**config.mk**
```make
export PLATFORM = sky130hd
export DESIGN_NAME = pipe_skid_stage
export DESIGN_NICKNAME = d
export VERILOG_FILES = /design/src/rtl/pipe_pkg.sv /design/src/rtl/pipe_skid_stage.sv
export SDC_FILE = /design/constraint.sdc
export NUM_CORES = 1
export LEC_CHECK = 0
export BUFFER_PORTS_ARGS = -buffer_cell sky130_fd_sc_hd__buf_2
export CORE_MARGIN = 5
export CORE_UTILIZATION = 56
export CTS_CLUSTER_SIZE = 10
export DETAILED_ROUTE_END_ITERATION = 16
export PLACE_DENSITY_LB_ADDON = 0.12
export SYNTH_ARGS = -nofsm -noshare
export SYNTH_HDL_FRONTEND = slang
export SYNTH_SLANG_ARGS = --single-unit
```
**constraint.sdc**
```tcl
create_clock -name CLK -period 16.4 [get_ports CLK]
set_input_delay 0.82 -clock CLK [delete_from_list [all_inputs] [get_ports CLK]]
set_output_delay 0.82 -clock CLK [all_outputs]
set_load 0.02 [all_outputs]
```
**src/rtl/pipe_pkg.sv**
```systemverilog
// Shared MEM/WB pipeline types: payload and control field layouts, plus the
// occupancy states of the skid stage between MEM and WB.
package pipe_pkg;

  // Three spare bits keep the payload byte-aligned at 136 bits.
  typedef struct packed {
    logic [2:0]  spare;
    logic [4:0]  rd;
    logic [31:0] pc4;
    logic [31:0] alu;
    logic [31:0] imm;
    logic [31:0] dmem;
  } memwb_data_t;

  typedef struct packed {
    logic [1:0] wb_sel;
    logic       reg_write_en;
  } memwb_ctrl_t;

  localparam int MEMWB_DATA_W = $bits(memwb_data_t);
  localparam int MEMWB_CTRL_W = $bits(memwb_ctrl_t);

  // Encoding equals the number of words held, so it doubles as OCCUPANCY.
  typedef enum logic [1:0] {
    ST_EMPTY = 2'd0,
    ST_ONE   = 2'd1,
    ST_FULL  = 2'd2
  } skid_state_e;

endpackage

```
**src/rtl/pipe_skid_stage.sv**
```systemverilog
// Two-entry skid buffer between MEM and WB: full throughput with a registered
// IN_READY, flush support and a saturating downstream bubble counter.
module pipe_skid_stage
  import pipe_pkg::*;
#(
  parameter int DATA_W = MEMWB_DATA_W,
  parameter int CTRL_W = MEMWB_CTRL_W,
  parameter int CNT_W  = 16
) (
  input  logic              CLK,
  input  logic              RST,
  input  logic              IN_VALID,
  output logic              IN_READY,
  input  logic [DATA_W-1:0] IN_DATA,
  input  logic [CTRL_W-1:0] IN_CTRL,
  output logic              OUT_VALID,
  input  logic              OUT_READY,
  output logic [DATA_W-1:0] OUT_DATA,
  output logic [CTRL_W-1:0] OUT_CTRL,
  input  logic              FLUSH,
  output logic [1:0]        OCCUPANCY,
  output logic [CNT_W-1:0]  BUBBLE_CNT
);

  skid_state_e       state_q, state_d;
  logic [DATA_W-1:0] main_data_q, main_data_d;
  logic [CTRL_W-1:0] main_ctrl_q, main_ctrl_d;
  logic [DATA_W-1:0] skid_data_q, skid_data_d;
  logic [CTRL_W-1:0] skid_ctrl_q, skid_ctrl_d;
  logic [CNT_W-1:0]  bubble_q, bubble_d;
  logic              out_valid, accept, pop;

  // Ready depends only on the state register, never on OUT_READY.
  assign IN_READY  = (state_q != ST_FULL);
  assign out_valid = (state_q != ST_EMPTY);
  assign accept    = IN_VALID & IN_READY;
  assign pop       = out_valid & OUT_READY;

  always_comb begin
    // NOTE: every signal gets a default before any branch, so no path leaves
    // a combinational output unassigned and no latch is inferred.
    state_d     = state_q;
    main_data_d = main_data_q;
    main_ctrl_d = main_ctrl_q;
    skid_data_d = skid_data_q;
    skid_ctrl_d = skid_ctrl_q;
    bubble_d    = bubble_q;

    if (OUT_READY && !out_valid && (bubble_q != '1)) begin
      bubble_d = bubble_q + 1'b1;
    end

    if (FLUSH) begin
      state_d = ST_EMPTY;
    end else begin
      case (state_q)
        ST_EMPTY: begin
          if (accept) begin
            state_d     = ST_ONE;
            main_data_d = IN_DATA;
            main_ctrl_d = IN_CTRL;
          end
        end
        ST_ONE: begin
          case ({accept, pop})
            2'b11: begin
              main_data_d = IN_DATA;
              main_ctrl_d = IN_CTRL;
            end
            2'b10: begin
              state_d     = ST_FULL;
              skid_data_d = IN_DATA;
              skid_ctrl_d = IN_CTRL;
            end
            2'b01:   state_d = ST_EMPTY;
            default: ;
          endcase
        end
        ST_FULL: begin
          if (pop) begin
            state_d     = ST_ONE;
            main_data_d = skid_data_q;
            main_ctrl_d = skid_ctrl_q;
          end
        end
        default: state_d = ST_EMPTY;
      endcase
    end
  end

  // NOTE: state uses non-blocking assignments so every register samples the
  // pre-edge values computed above, independent of process ordering.
  always_ff @(posedge CLK) begin
    if (RST) begin
      state_q     <= ST_EMPTY;
      main_data_q <= '0;
      main_ctrl_q <= '0;
      skid_ctrl_q <= '0;
      bubble_q    <= '0;
    end else begin
      state_q     <= state_d;
      main_data_q <= main_data_d;
      main_ctrl_q <= main_ctrl_d;
      skid_ctrl_q <= skid_ctrl_d;
      bubble_q    <= bubble_d;
    end
  end

  // NOTE: the skid payload is never read before it is written, so it carries
  // no reset and stays a plain data register.
  always_ff @(posedge CLK) begin
    skid_data_q <= skid_data_d;
  end

  assign OUT_VALID  = out_valid;
  assign OUT_DATA   = main_data_q;
  assign OUT_CTRL   = out_valid ? main_ctrl_q : '0;
  assign OCCUPANCY  = state_q;
  assign BUBBLE_CNT = bubble_q;

endmodule

```
Yosys cells after proc, flatten, opt, wreduce, memory -nomap -nowiden. Index checks and enable logic that the tools add are counted.

$add $sub $neg: 1. Equal/unequal tests: 11. Mux-type cells: 13. Bitwise logic cells: 3. Reductions and logical operators: 10.

Operators with widths (count): two-way mux 136 bit (3); case mux 136 bit (3 select lines) (1); adder 16 x 1 -> 16 bit (second input constant) (1); != test 16 bit (second input constant) (1); two-way mux 3 bit (4); case mux 3 bit (3 select lines) (1); equality test 2 bit (second input constant) (3); != test 2 bit (second input constant) (3); case mux 2 bit (3 select lines) (1); AND reduction 3 bit (2); AND reduction 5 bit (1); equality test 2 x 1 -> 1 bit (second input constant) (2); two-way mux 2 bit (2); case mux 2 bit (2 select lines) (1); != test 3 x 2 -> 1 bit (second input constant) (1); nonzero test 3 bit (1); AND 1 bit (2); logical AND 1 bit (2); logical NOT 2 bit (1); != test 2 x 1 -> 1 bit (second input constant) (1); nonzero test 2 bit (1); OR reduction 2 bit (1); logical NOT 1 bit (1); inverter 1 bit (1).

Register bits after elaboration: 296. Input port bits: 144. Output and inout bits: 159. Word-level logic and storage cells: 44.

Longest topological paths before layout.
Depth after elaboration: 5. Mapped depth: 13. Mapped depth without buffers: 10.

Worst setup path before layout. OpenSTA, ideal clock, no wires.

Kind: register to register. From: register state_q[0] (netlist: OCCUPANCY[0]). To: register skid_ctrl_q[2]. Arrival time: 7.515 ns. Setup slack: 8.757 ns. Cell stages (with the launch flop): 10. Buffers on the path: 2. Cells stage by stage: dfxtp_1 nor2b_1 buf_2 inv_2 clkbuf_1 and2_1 ha_1 nor3b_2 mux2i_1 nor2_1.

Longest elaborated chain between the ends: 4.

RTL lines: start: declaration (line pipe_skid_stage.sv:25) `skid_state_e state_q, state_d;`; start signal: assignment (line pipe_skid_stage.sv:101) `state_q <= state_d;`; != test 2 bit (line pipe_skid_stage.sv:34) `assign IN_READY = (state_q != ST_FULL);`; via IN_READY (line pipe_skid_stage.sv:13) `output logic IN_READY,`; AND 1 bit (line pipe_skid_stage.sv:36) `assign accept = IN_VALID & IN_READY;`; equality test 2 bit (line pipe_skid_stage.sv:65) `case ({accept, pop})`; AND reduction 3 bit (no line); end signal: assignment (line pipe_skid_stage.sv:104) `skid_ctrl_q <= skid_ctrl_d;`; end: declaration (line pipe_skid_stage.sv:29) `logic [CTRL_W-1:0] skid_ctrl_q, skid_ctrl_d;`.

The timed path passes the listed nets, and every way through them passes these cells. A chain may end at the register's enable or synchronous reset.

Worst setup path after layout.
From: register state_q[0] (netlist: OCCUPANCY[0]). To: register main_data_q[113] (netlist: OUT_DATA[113]).

Longest elaborated chain between the ends: 5.

RTL lines: != test 2 bit / nonzero test 2 bit (equally long branches) (line pipe_skid_stage.sv:34, pipe_skid_stage.sv:35); AND 1 bit (on tied branches) (line pipe_skid_stage.sv:36, pipe_skid_stage.sv:37); equality test 2 bit (line pipe_skid_stage.sv:65); != test 2 x 1 -> 1 bit (no line); AND reduction 5 bit (no line); end signal: assignment (line pipe_skid_stage.sv:102) `main_data_q <= main_data_d;`; end: declaration (line pipe_skid_stage.sv:26) `logic [DATA_W-1:0] main_data_q, main_data_d;`.

Parallel ways exist; a longest one is shown, timed or not.

==> results.json <==
{
  "cp_max_fo": 226,
  "hp-class": "reg2reg",
  "fin_crit_ns": 4.049,
  "final_max_slew_viol_count": 0,
  "netlist_instances": 1036,
  "drt_iter0_markers": 610,
  "start_util_pct": 56.89,
  "synth.mux.area_fraction_pct": 0.4520,
  "dr.pass1.iters": 5,
  "ys.flop_type": "dfxtp_1",
  "clk_path_buf_depth": 3,
  "cts_made_buffers": 35,
  "route.detailed.drc": 0,
  "holdPathStages": 2,
  "wl_per_cell_um": 17.62,
  "worst_pin_slew_ns": 1.177,
  "dpl.hpwl_mm": 17.62,
  "synth_seq_cells": 296,
  "synth_top_area_cell": "edfxtp_1",
  "startpoint_type": "flip-flop",
  "routed_wl_mm": 28.09,
  "die-area_um2": 22690,
  "grt_max_degree": 227,
  "detail_route.vias_per_cell": 5.459,
  "fillCellCount": 1521,
  "ant_nets": 0,
  "synth_compound_area_share_pct": 11.71,
  "first_global_vias": 8333,
  "cts_tree": "yes",
  "io_pins": 303,
  "area_growth_pct": 23.54,
  "leakage_nw": 5.554,
  "vdd.ir_drop.worst_mv": 0.09162,
  "synth-edff-count": 136,
  "async_flop_share_pct": 0,
  "report.final.setup_viol": 0,
  "antenna_found_initial": 5,
  "drive_above_1_share_pct": 26.64,
  "grt_util_all_layers_pct": 23.82,
  "finalCoreUtilization_pct": 70.29,
  "yosys-top-cells-area": "edfxtp_1, dfxtp_1, a311oi_1, nand2_1, nor2_1",
  "cp_data_required_time_ns": 16.80,
  "power.density_nw_per_um2": 122.2,
  "nNetsFinal": 1450,
  "path_class": "reg2reg",
  "fin_crit_sh_pct": 24.69,
  "die_x_um": 150.6,
  "overflow": 0,
  "setup_tns_ns": 0,
  "synth_top_family_by_area": "simple AND/OR/NAND/NOR gates",
  "vias": 8701,
  "maxCapViolCount": 0,
  "rr_worst_depth": 10,
  "rsz0062_at_grt": "no",
  "cts_hold_repair.buffers": 0,
  "cts_resized": 0,
  "synth.net_count": 1184,
  "arrival_ns": 4.45,
  "place.gp.congestion": 0.8192,
  "slew_headroom_pct": 21.32,
  "clk_pin_slew_ns": 0.05,
  "rows": 51,
  "die_h_um": 150.6,
  "synthAdderAreaFrac_pct": 0.4520,
  "clock_latency_ns": 0.50,
  "worst_clock_skew_ns": 0.01135,
  "core_area_um2": 19460,
  "syn_avg_cell_area_um2": 10.69,
  "status": "complete, no violations",
  "final_hold_viol_count": 0,
  "cts_setup_buffers": 0,
  "synth_cell_type_count": 35,
  "ys_warn_count": 0,
  "clock_sinks": 296,
  "yosys.area_share.xor_xnor_pct": 0.9492,
  "fmax_mhz": 247.0,
  "cts_root_buf": "clkbuf_16",
  "synthSimpleGateAreaFrac_pct": 17.33,
  "netlist_area_um2": 11070,
  "synth_seq_area_share_pct": 65.81,
  "htreeDepth": 2,
  "portBuffers": 302,
  "end_kind": "flip-flop",
  "grt_pass1_wl_mm": 43.30,
  "yosys.area.top_type_share_pct": 36.88
}
==> cell families (layout without fill, tap and decap cells) <==
logic type                 count (synthesis)  count (layout)
other                                      0               4
adders and majority gates                  4               4
muxes                                      5               5
buffers and inverters                     85             374
AOI/OAI and AO/OA                        150             150
xor gates and xnor gates                  12              12
DFF                                      296             296
and+or+nand+nor                          484             484
==> cells in the mapped netlist, drive strengths merged (4+ instances only) <==
master / count
nand2: 286
nor2: 161
dfxtp: 160
a311oi: 140
edfxtp: 136
clkbuf: 44
buf: 37
xnor2: 12
nor3: 10
nand4: 6
mux2i: 5
a21oi: 4
ha: 4
inv: 4
nor2b: 4
==> registers in the layout, indices dropped and copies added (netlist names) <==
register and flops:
OUT_DATA 136, skid_data_q 136, BUBBLE_CNT 16, main_ctrl_q 3, skid_ctrl_q 3, OCCUPANCY 2
==> cells in the final DEF, fill, tap and decap left out <==
| master | Yosys | layout |
|---|---|---|
| o32a_1 | 1 | 1 |
| dfxtp_1 | 160 | 160 |
| nor3b_4 | 0 | 1 |
| diode_2 | 0 | 4 |
| buf_12 | 0 | 1 |
| ha_1 | 4 | 4 |
| mux2i_1 | 5 | 5 |
| clkbuf_1 | 42 | 23 |
| and2_1 | 2 | 2 |
| a311oi_1 | 140 | 140 |
| and3_1 | 2 | 2 |
| clkbuf_16 | 0 | 37 |
| xnor2_1 | 12 | 12 |
| edfxtp_1 | 136 | 136 |
| a31o_2 | 1 | 1 |
| inv_4 | 0 | 1 |
| nor2b_1 | 4 | 3 |
| nor4_1 | 2 | 2 |
| or3_1 | 1 | 1 |
| nor4b_1 | 2 | 2 |
| a31oi_1 | 1 | 1 |
| a21oi_1 | 4 | 4 |
| inv_1 | 3 | 3 |
| nand4_1 | 6 | 6 |
| a2bb2oi_2 | 1 | 1 |
| nand3_1 | 2 | 2 |
| and4_1 | 2 | 2 |
| nor3b_1 | 1 | 1 |
| nor2b_4 | 0 | 1 |
| buf_2 | 28 | 301 |
| nand2b_1 | 2 | 2 |
| nor2_4 | 1 | 1 |
| nand2_1 | 286 | 286 |
| buf_4 | 1 | 8 |
| o21ai_0 | 2 | 2 |
| nor2_1 | 160 | 160 |
| nor3_1 | 10 | 10 |
==> cell type report <==
cell class	count	area (um^2)	area share [%]
well taps	265	331.6	2.424
repair buffers	310	1587	11.60
diodes	4	10.01	0.07317
flip-flops and latches	296	7287	53.27
multi-input cells	655	3435	25.11
clock buffers	60	1012	7.400
inverters	4	17.52	0.1281
==> worst max-delay path: stages (launching register included) <==
cell	delay, ns
dfxtp_1	0.48
nor2b_4	0.08
inv_4	0.49
and2_1	0.27
ha_1	0.15
mux2i_1	0.07
a2bb2oi_2	0.15
nor2_4	0.90
buf_12	0.62
nor2_1	0.08
a311oi_1	0.29
==> through the flow <==
| stage | hold slack [ns] | setup slack [ns] | total power, mW | area, um^2 | cells |
|---|---|---|---|---|---|
| global placement | 0.4628 | 12.57 | 0.9896 | 12660 | 1530 |
| CTS | 0.4779 | 12.39 | 1.683 | 13670 | 1590 |
| floorplan | 0.4542 | 8.757 | 0.9284 | 11070 | 1036 |
| global route | 0.4959 | 12.02 | 1.734 | 13680 | 1594 |
| finish | 0.4771 | 12.35 | 1.671 | 13680 | 1594 |
| detailed placement | 0.4692 | 12.42 | 0.9936 | 12660 | 1530 |
==> where the power goes <==
| group | total, mW | leakage [nW] | internal [mW] | switching, mW |
|---|---|---|---|---|
| sequential | 0.819 | 2.54 | 0.803 | 0.0159 |
| combinational | 0.159 | 2.53 | 0.0561 | 0.103 |
| clock | 0.693 | 0.483 | 0.416 | 0.278 |
| total | 1.67 | 5.55 | 1.28 | 0.396 |
==> routing by layer <==
layer  share of wire, %  track usage [%]  vias up
li1                   -                -     4229
met1                 41            32.12     4100
met2                 47            37.43      330
met3                9.6            6.683       40
met4                2.1            7.978        2
met5              0.046                0        -
==> path summary, 6_finish.rpt <==
check | startpoint | end | slack (ns)
worst max-delay path | OCCUPANCY[0]$_SDFFE_PP0P_ | OUT_DATA[113]$_SDFFE_PP0P_ | 12.35
worst min-delay path | skid_ctrl_q[2]$_SDFFE_PP0P_ | main_ctrl_q[2]$_SDFFE_PP0P_ | 0.48
worst max register to register | OCCUPANCY[0]$_SDFFE_PP0P_ | OUT_DATA[113]$_SDFFE_PP0P_ | 12.35
worst min register to register | skid_ctrl_q[2]$_SDFFE_PP0P_ | main_ctrl_q[2]$_SDFFE_PP0P_ | 0.48
Note: power is estimated with default switching activity, not from simulation.
